<file path="src/rtl/board_disp_sched_pkg.sv">
// Shared types and constants for the tear-free board/cursor display scheduler.
package board_disp_sched_pkg;

  typedef enum logic [1:0] {
    StIdle,
    StLatch,
    StWaitVbl
  } state_e;

  localparam logic [63:0] BOARD_R_INIT = 64'h0000_0010_0800_0000;
  localparam logic [63:0] BOARD_B_INIT = 64'h0000_0008_1000_0000;

  localparam logic GRANT_ENG = 1'b0;
  localparam logic GRANT_CUR = 1'b1;

endpackage

</file>
<file path="src/rtl/board_disp_sched_arb.sv">
// disp_rr_arb: two-requester round-robin arbiter; last_grant updates only when a grant is taken.
module disp_rr_arb
  import board_disp_sched_pkg::*;
(
  input  logic clk,
  input  logic rst_n,
  input  logic eng_req_i,
  input  logic cur_req_i,
  input  logic take_i,
  output logic gnt_o,
  output logic valid_o
);

  logic last_q, last_d;

  always_comb begin
    valid_o = eng_req_i | cur_req_i;
    if (eng_req_i && cur_req_i) begin
      gnt_o = (last_q == GRANT_CUR) ? GRANT_ENG : GRANT_CUR;
    end else if (eng_req_i) begin
      gnt_o = GRANT_ENG;
    end else begin
      gnt_o = GRANT_CUR;
    end
    last_d = (take_i && valid_o) ? gnt_o : last_q;
  end

  always_ff @(posedge clk or negedge rst_n) begin
    if (!rst_n) begin
      last_q <= GRANT_CUR;
    end else begin
      last_q <= last_d;
    end
  end

endmodule

</file>
<file path="src/rtl/board_disp_sched.sv">
// Latches engine/cursor updates into a shadow and commits them to the display on vblank.
// Define CURSOR_BLINK_EN to enable the frame counter and cursor blinking.
module board_disp_sched
  import board_disp_sched_pkg::*;
#(
  parameter int unsigned BLINK_FRAMES = 16
) (
  input  logic        clk,
  input  logic        rst_n,
  input  logic        vbl_start_i,
  input  logic        eng_req_i,
  input  logic [63:0] eng_board_r_i,
  input  logic [63:0] eng_board_b_i,
  input  logic [63:0] eng_board_m_i,
  output logic        eng_ack_o,
  input  logic        cur_req_i,
  input  logic [2:0]  cur_x_i,
  input  logic [2:0]  cur_y_i,
  output logic        cur_ack_o,
  output logic [63:0] board_r_o,
  output logic [63:0] board_b_o,
  output logic [63:0] board_m_o,
  output logic [2:0]  coord_x_o,
  output logic [2:0]  coord_y_o,
  output logic        cursor_vis_o,
  output logic        busy_o
);

  state_e      state_q, state_d;
  logic        gnt_q, gnt_d;
  logic        arb_gnt, arb_valid, arb_take;
  logic [63:0] sh_r_q, sh_r_d, sh_b_q, sh_b_d, sh_m_q, sh_m_d;
  logic [2:0]  sh_x_q, sh_x_d, sh_y_q, sh_y_d;
  logic [63:0] disp_r_q, disp_r_d, disp_b_q, disp_b_d, disp_m_q, disp_m_d;
  logic [2:0]  disp_x_q, disp_x_d, disp_y_q, disp_y_d;

  disp_rr_arb u_arb (
    .clk       (clk),
    .rst_n     (rst_n),
    .eng_req_i (eng_req_i),
    .cur_req_i (cur_req_i),
    .take_i    (arb_take),
    .gnt_o     (arb_gnt),
    .valid_o   (arb_valid)
  );

  always_comb begin
    state_d   = state_q;
    gnt_d     = gnt_q;
    arb_take  = 1'b0;
    eng_ack_o = 1'b0;
    cur_ack_o = 1'b0;
    sh_r_d    = sh_r_q;
    sh_b_d    = sh_b_q;
    sh_m_d    = sh_m_q;
    sh_x_d    = sh_x_q;
    sh_y_d    = sh_y_q;
    disp_r_d  = disp_r_q;
    disp_b_d  = disp_b_q;
    disp_m_d  = disp_m_q;
    disp_x_d  = disp_x_q;
    disp_y_d  = disp_y_q;
    unique case (state_q)
      StIdle: begin
        if (arb_valid) begin
          arb_take = 1'b1;
          gnt_d    = arb_gnt;
          state_d  = StLatch;
        end
      end
      StLatch: begin
        // Only the granted requester's fields move; the rest of the shadow is kept.
        if (gnt_q == GRANT_ENG) begin
          sh_r_d    = eng_board_r_i;
          sh_b_d    = eng_board_b_i;
          sh_m_d    = eng_board_m_i;
          eng_ack_o = 1'b1;
        end else begin
          sh_x_d    = cur_x_i;
          sh_y_d    = cur_y_i;
          cur_ack_o = 1'b1;
        end
        state_d = StWaitVbl;
      end
      StWaitVbl: begin
        if (vbl_start_i) begin
          disp_r_d = sh_r_q;
          disp_b_d = sh_b_q;
          disp_m_d = sh_m_q;
          disp_x_d = sh_x_q;
          disp_y_d = sh_y_q;
          state_d  = StIdle;
        end
      end
      default: state_d = StIdle;
    endcase
  end

  always_ff @(posedge clk or negedge rst_n) begin
    if (!rst_n) begin
      state_q  <= StIdle;
      gnt_q    <= GRANT_CUR;
      sh_r_q   <= BOARD_R_INIT;
      sh_b_q   <= BOARD_B_INIT;
      sh_m_q   <= '0;
      sh_x_q   <= '0;
      sh_y_q   <= '0;
      disp_r_q <= BOARD_R_INIT;
      disp_b_q <= BOARD_B_INIT;
      disp_m_q <= '0;
      disp_x_q <= '0;
      disp_y_q <= '0;
    end else begin
      state_q  <= state_d;
      gnt_q    <= gnt_d;
      sh_r_q   <= sh_r_d;
      sh_b_q   <= sh_b_d;
      sh_m_q   <= sh_m_d;
      sh_x_q   <= sh_x_d;
      sh_y_q   <= sh_y_d;
      disp_r_q <= disp_r_d;
      disp_b_q <= disp_b_d;
      disp_m_q <= disp_m_d;
      disp_x_q <= disp_x_d;
      disp_y_q <= disp_y_d;
    end
  end

  assign board_r_o = disp_r_q;
  assign board_b_o = disp_b_q;
  assign board_m_o = disp_m_q;
  assign coord_x_o = disp_x_q;
  assign coord_y_o = disp_y_q;
  assign busy_o    = (state_q != StIdle);

`ifdef CURSOR_BLINK_EN
  localparam logic [7:0] FrameLast = 8'(BLINK_FRAMES - 1);

  logic [7:0] frame_q, frame_d;
  logic       vis_q, vis_d;
  logic       cur_commit;

  assign cur_commit = (state_q == StWaitVbl) && vbl_start_i && (gnt_q == GRANT_CUR);

  always_comb begin
    frame_d = frame_q;
    vis_d   = vis_q;
    if (cur_commit) begin
      frame_d = '0;
      vis_d   = 1'b1;
    end else if (vbl_start_i) begin
      if (frame_q == FrameLast) begin
        frame_d = '0;
        vis_d   = ~vis_q;
      end else begin
        frame_d = frame_q + 8'd1;
      end
    end
  end

  always_ff @(posedge clk or negedge rst_n) begin
    if (!rst_n) begin
      frame_q <= '0;
      vis_q   <= 1'b1;
    end else begin
      frame_q <= frame_d;
      vis_q   <= vis_d;
    end
  end

  assign cursor_vis_o = vis_q;
`else
  // Constant high for any legal BLINK_FRAMES.
  assign cursor_vis_o = (BLINK_FRAMES != 0);
`endif

endmodule

</file>
<file path="config.mk">
export PLATFORM = sky130hd
export DESIGN_NAME = board_disp_sched
export DESIGN_NICKNAME = d
export VERILOG_FILES = /design/src/rtl/board_disp_sched_pkg.sv /design/src/rtl/board_disp_sched_arb.sv /design/src/rtl/board_disp_sched.sv
export SDC_FILE = /design/constraint.sdc
export NUM_CORES = 1
export LEC_CHECK = 0
export ABC_AREA = 1
export CAP_MARGIN = 10
export CORE_MARGIN = 5
export CORE_UTILIZATION = 45
export DETAILED_ROUTE_END_ITERATION = 6
export GPL_ROUTABILITY_DRIVEN = 0
export GPL_TIMING_DRIVEN = 0
export PLACE_DENSITY_LB_ADDON = 0.25
export RECOVER_POWER = 100
export SYNTH_ARGS = -nofsm -noshare
export SYNTH_HDL_FRONTEND = slang
export SYNTH_HIERARCHICAL = 1
export SYNTH_SLANG_ARGS = --single-unit
</file>
<file path="constraint.sdc">
create_clock -name clk -period 1.4 [get_ports clk]
set_input_delay 0.21 -clock clk [delete_from_list [all_inputs] [get_ports clk]]
set_output_delay 0.21 -clock clk [all_outputs]
set_load 0.005 [all_outputs]
</file>
==> results.txt <==
- Clock transition at path regs: roughly 0.060 ns
- Via density per instance: between 5 and 6
- The count of endpoints failing hold in the final timing report came to 0.
- The die covers ~0.040 mm2.
- Wires add up to 63.7 mm.
- CTS tree: built
- The net count of the finished layout is 2613.
* Data arrival time at the worst-slack endpoint: between 1.5 and 2 ns
* Startpoint kind of the worst setup timing path: flop
- H-tree depth: 2
- In this run the power density over the cells is ~2400 mW/mm2.
- Path type of the worst min-delay path: input pin to flop
* Most Frequent Cell on Critical Path: buf_6
* Worst max-slew margin expressed relative to the limit: a little under a third
* Setup crit start: gnt_q$_DFFE_PN1P_
- The critical path in this run is classified as flop to primary output.
- Synthesis produced a netlist with a net count of about 2000.
* Setup violation total in the final timing report: 535
- Area of all placed cells without fillers: around 0.027 mm2
* Sequential fraction of the synthesis area: approximately three fifths
* Maximum clock rate: approximately 0.55 GHz
- After synthesis the cells add up to about 0.016 mm2.
- The first global-routing pass estimated between 90 and 100 mm of wire.
- Floorplan die height: between 200 and 250 um
* Maximum clock skew at final layout: between 0.01 and 0.015 ns
- At the pin with the least slew margin, the transition time is 1.04 ns.
- The total area inside the core boundary comes to between 0.03 and 0.04 mm2.
* Std cell rows: 70
- Critical path capture point type: primary output
- In the routed design, unresolved DRC markers number 0.
- Sum of negative setup slack: -65.41 ns
* CTS sink cnt: 400
* Total overflow reported by the global router: 0
- For the worst-skew pair, the clock arrives at the later sink with an insertion delay of roughly 0.55 ns.
- Total clock buffers created by CTS: 43
- Summed over all nets, the half-perimeter wirelength after detailed placement is roughly 37 mm.
- The initial antenna violation count came to 12.
- Data required time of the critical path: between 1 and 1.5 ns
- Critical path cell sequence: buf_6, inv_6, nand3_4, buf_6, buf_6, inv_2, buf_2
* Leading cell types by total area after synthesis: dfrtp_1 (59%), nand2_1 (18%), nand4_1 (15%)
- The netlist uses 16 different library cells.
- The run finished, with violations left.
- The initial utilization of the core area, before any placement, comes to between 40% and 50%.
* Static Leak: around 13 nW
- Detailed Routing Iterations Pass 1: 5
- Number of pins with negative max-slew slack in the final report: 0
- Buffers on Ports: 403
* DP Area: between 0.02 and 0.025 mm2
- The checks that failed: setup timing.
- In this run the worst path has a maximum fanout of 2.
- Final routed wire length divided by cell count: 21.8 um
* Pin count of the biggest net entering global routing: 126
- Detailed routing inserted a total of approximately 16000 vias.
- Beginning of the worst register-to-register path: state_q[1]$_DFFE_PN0P_
- Cell at the slowest stage of the critical path: dfstp_2
- Clock period minus worst slack: roughly 1.8 ns
- Buffers from clock root to sink, at most: 3
- Internal reg-to-reg setup slack: -0.23 ns
- Fin crit share: 131%
* Mean Syn Cell Area: around 9.2 um2
* Maximum resistive drop on vdd: 0.00107 V
- The Yosys step of the flow raised 6 warnings.
* Master cell of the clock root buffer: clkbuf_16
- Number of storage elements in the synthesis netlist: 400
* Number of violations of the max-capacitance limit: 0
* Die span in x: around 200 um
- Synth area leader: dfrtp_1
- Antenna violation net count after detailed routing: 0
* Post-synthesis cell count: 1792
* Overall track demand over capacity in global routing: between 20% and 30%
- RSZ-0062 raised after global routing: yes
- Top cell type's share of synthesized area: 59.4%
- DRC marker count from the first detailed-route iteration: ~1100
* Top Ports: ~400
* Vias in the first global route: roughly 16000
- For this run, the slowest stage of the critical path takes 0.54 ns.
- Fraction of layout cells with a size suffix above 1: between 20 and 30%
- The worst hold path begins at eng_board_b_i[50].
- Post-synthesis to final-layout area growth: 61.7%
- Cells fill 73.2% of the core in the end.
* Worst-case setup margin in the final layout: -0.434 ns
[logic make-up after synthesis]
family / share of synthesized area, %
simple gates: 33.6
buf+inv: 5.35
compound gates: 0.0304
flops: 60.9
other cells: 0.0228
[critical path: cells and delay by family, from the launching register on]
kind                   cells  cell delay, ns
buffers and inverters      6            0.48
flip-flops                 1            0.54
AND/OR/NAND/NOR            1            0.06
[worst paths after layout]
| check | end | cells past startpoint |
|---|---|---|
| setup / recovery | eng_ack_o | 7 |
| hold reg to reg | sh_b_q[28]$_DFFE_PN1P_ | 2 |
| max in group asynchronous | board_b_o[35]$_DFFE_PN1P_ | 5 |
| min in group asynchronous | board_r_o[56]$_DFFE_PN0P_ | 3 |
| setup reg to reg | board_r_o[18]$_DFFE_PN0P_ | 10 |
| hold / removal | sh_b_q[50]$_DFFE_PN0P_ | 3 |
[placed cells by master (no fill, tap or decap), types with 28 or more instances in the layout]
master / instances
buf_2: 32
nand4_1: 396
nand2_1: 582
clkdlybuf4s50_1: 201
clkbuf_2: 40
buf_4: 112
clkdlybuf4s15_1: 147
nand2_4: 74
buf_8: 38
clkbuf_16: 62
clkbuf_1: 38
dfrtp_1: 390
buf_6: 56
nand2_2: 146
buf_12: 28
[cell type report]
class / instances / area [um2]
flip-flops and latches: 400 / 10000
multi-input cells: 1208 / 6510
plain buffers: 173 / 1760
well taps: 468 / 586
clock buffers: 69 / 1260
diodes: 9 / 22.5
clock inverters: 10 / 86.3
inverters: 9 / 48.8
fillers: 2414 / 9750
repair buffers: 575 / 6290
[cells in the mapped netlist (all sizes together)]
cell	n
nand3	5
buf	135
inv	9
nand4	396
dfstp	10
conb	1
clkbuf	41
dfrtp	390
o21ai	1
nor2	1
nand2	802
or2	1
[routing by layer]
layer	share of wire [%]	vias up	GRT usage, %
li1	-	7361	-
met1	37	8132	35.3
met2	49	818	46.4
met3	9.5	151	9.17
met4	3.9	6	11.5
met5	0.061	-	0
[registers in the layout (all words and copies together) (netlist names)]
| signal | count |
|---|---|
| board_r_o | 64 |
| state_q | 2 |
| sh_m_q | 64 |
| coord_x_o | 3 |
| sh_b_q | 64 |
| coord_y_o | 3 |
| sh_y_q | 3 |
| sh_x_q | 3 |
| sh_r_q | 64 |
| u_arb/last_q | 1 |
| board_m_o | 64 |
| board_b_o | 64 |
| gnt_q | 1 |
[where the power goes]
| group | leakage, nW | switching (W) | total, W | internal [W] |
|---|---|---|---|---|
| clock | 0.666 | 0.00466 | 0.0110 | 0.00638 |
| sequential | 4.96 | 0.00378 | 0.0210 | 0.0172 |
| combinational | 7.52 | 0.0155 | 0.0309 | 0.0154 |
[through the flow]
step / hold slack (ns) / total power, W / std cells / setup slack [ns]
after floorplan: -0.0856 / 0.0306 / 1792 / 0.00254
final: 0.220 / 0.0629 / 2921 / -0.434
after global routing: 0.227 / 0.0664 / 2921 / -0.486
after global placement: 0.451 / 0.0405 / 2663 / -16.90
after CTS: 0.204 / 0.0588 / 2888 / -0.444
after detailed placement: 0.111 / 0.0412 / 2666 / -0.682
[what timing repair did]
item	CTS	global route
resized for setup	868	313
endpoints found under the setup margin	579	582
buffers inserted	109	10
pin swaps	128	40
cloned	34	22
hold endpoints to repair	55	0
hold buffers	3	0
Power figures use the tool's default switching activity.
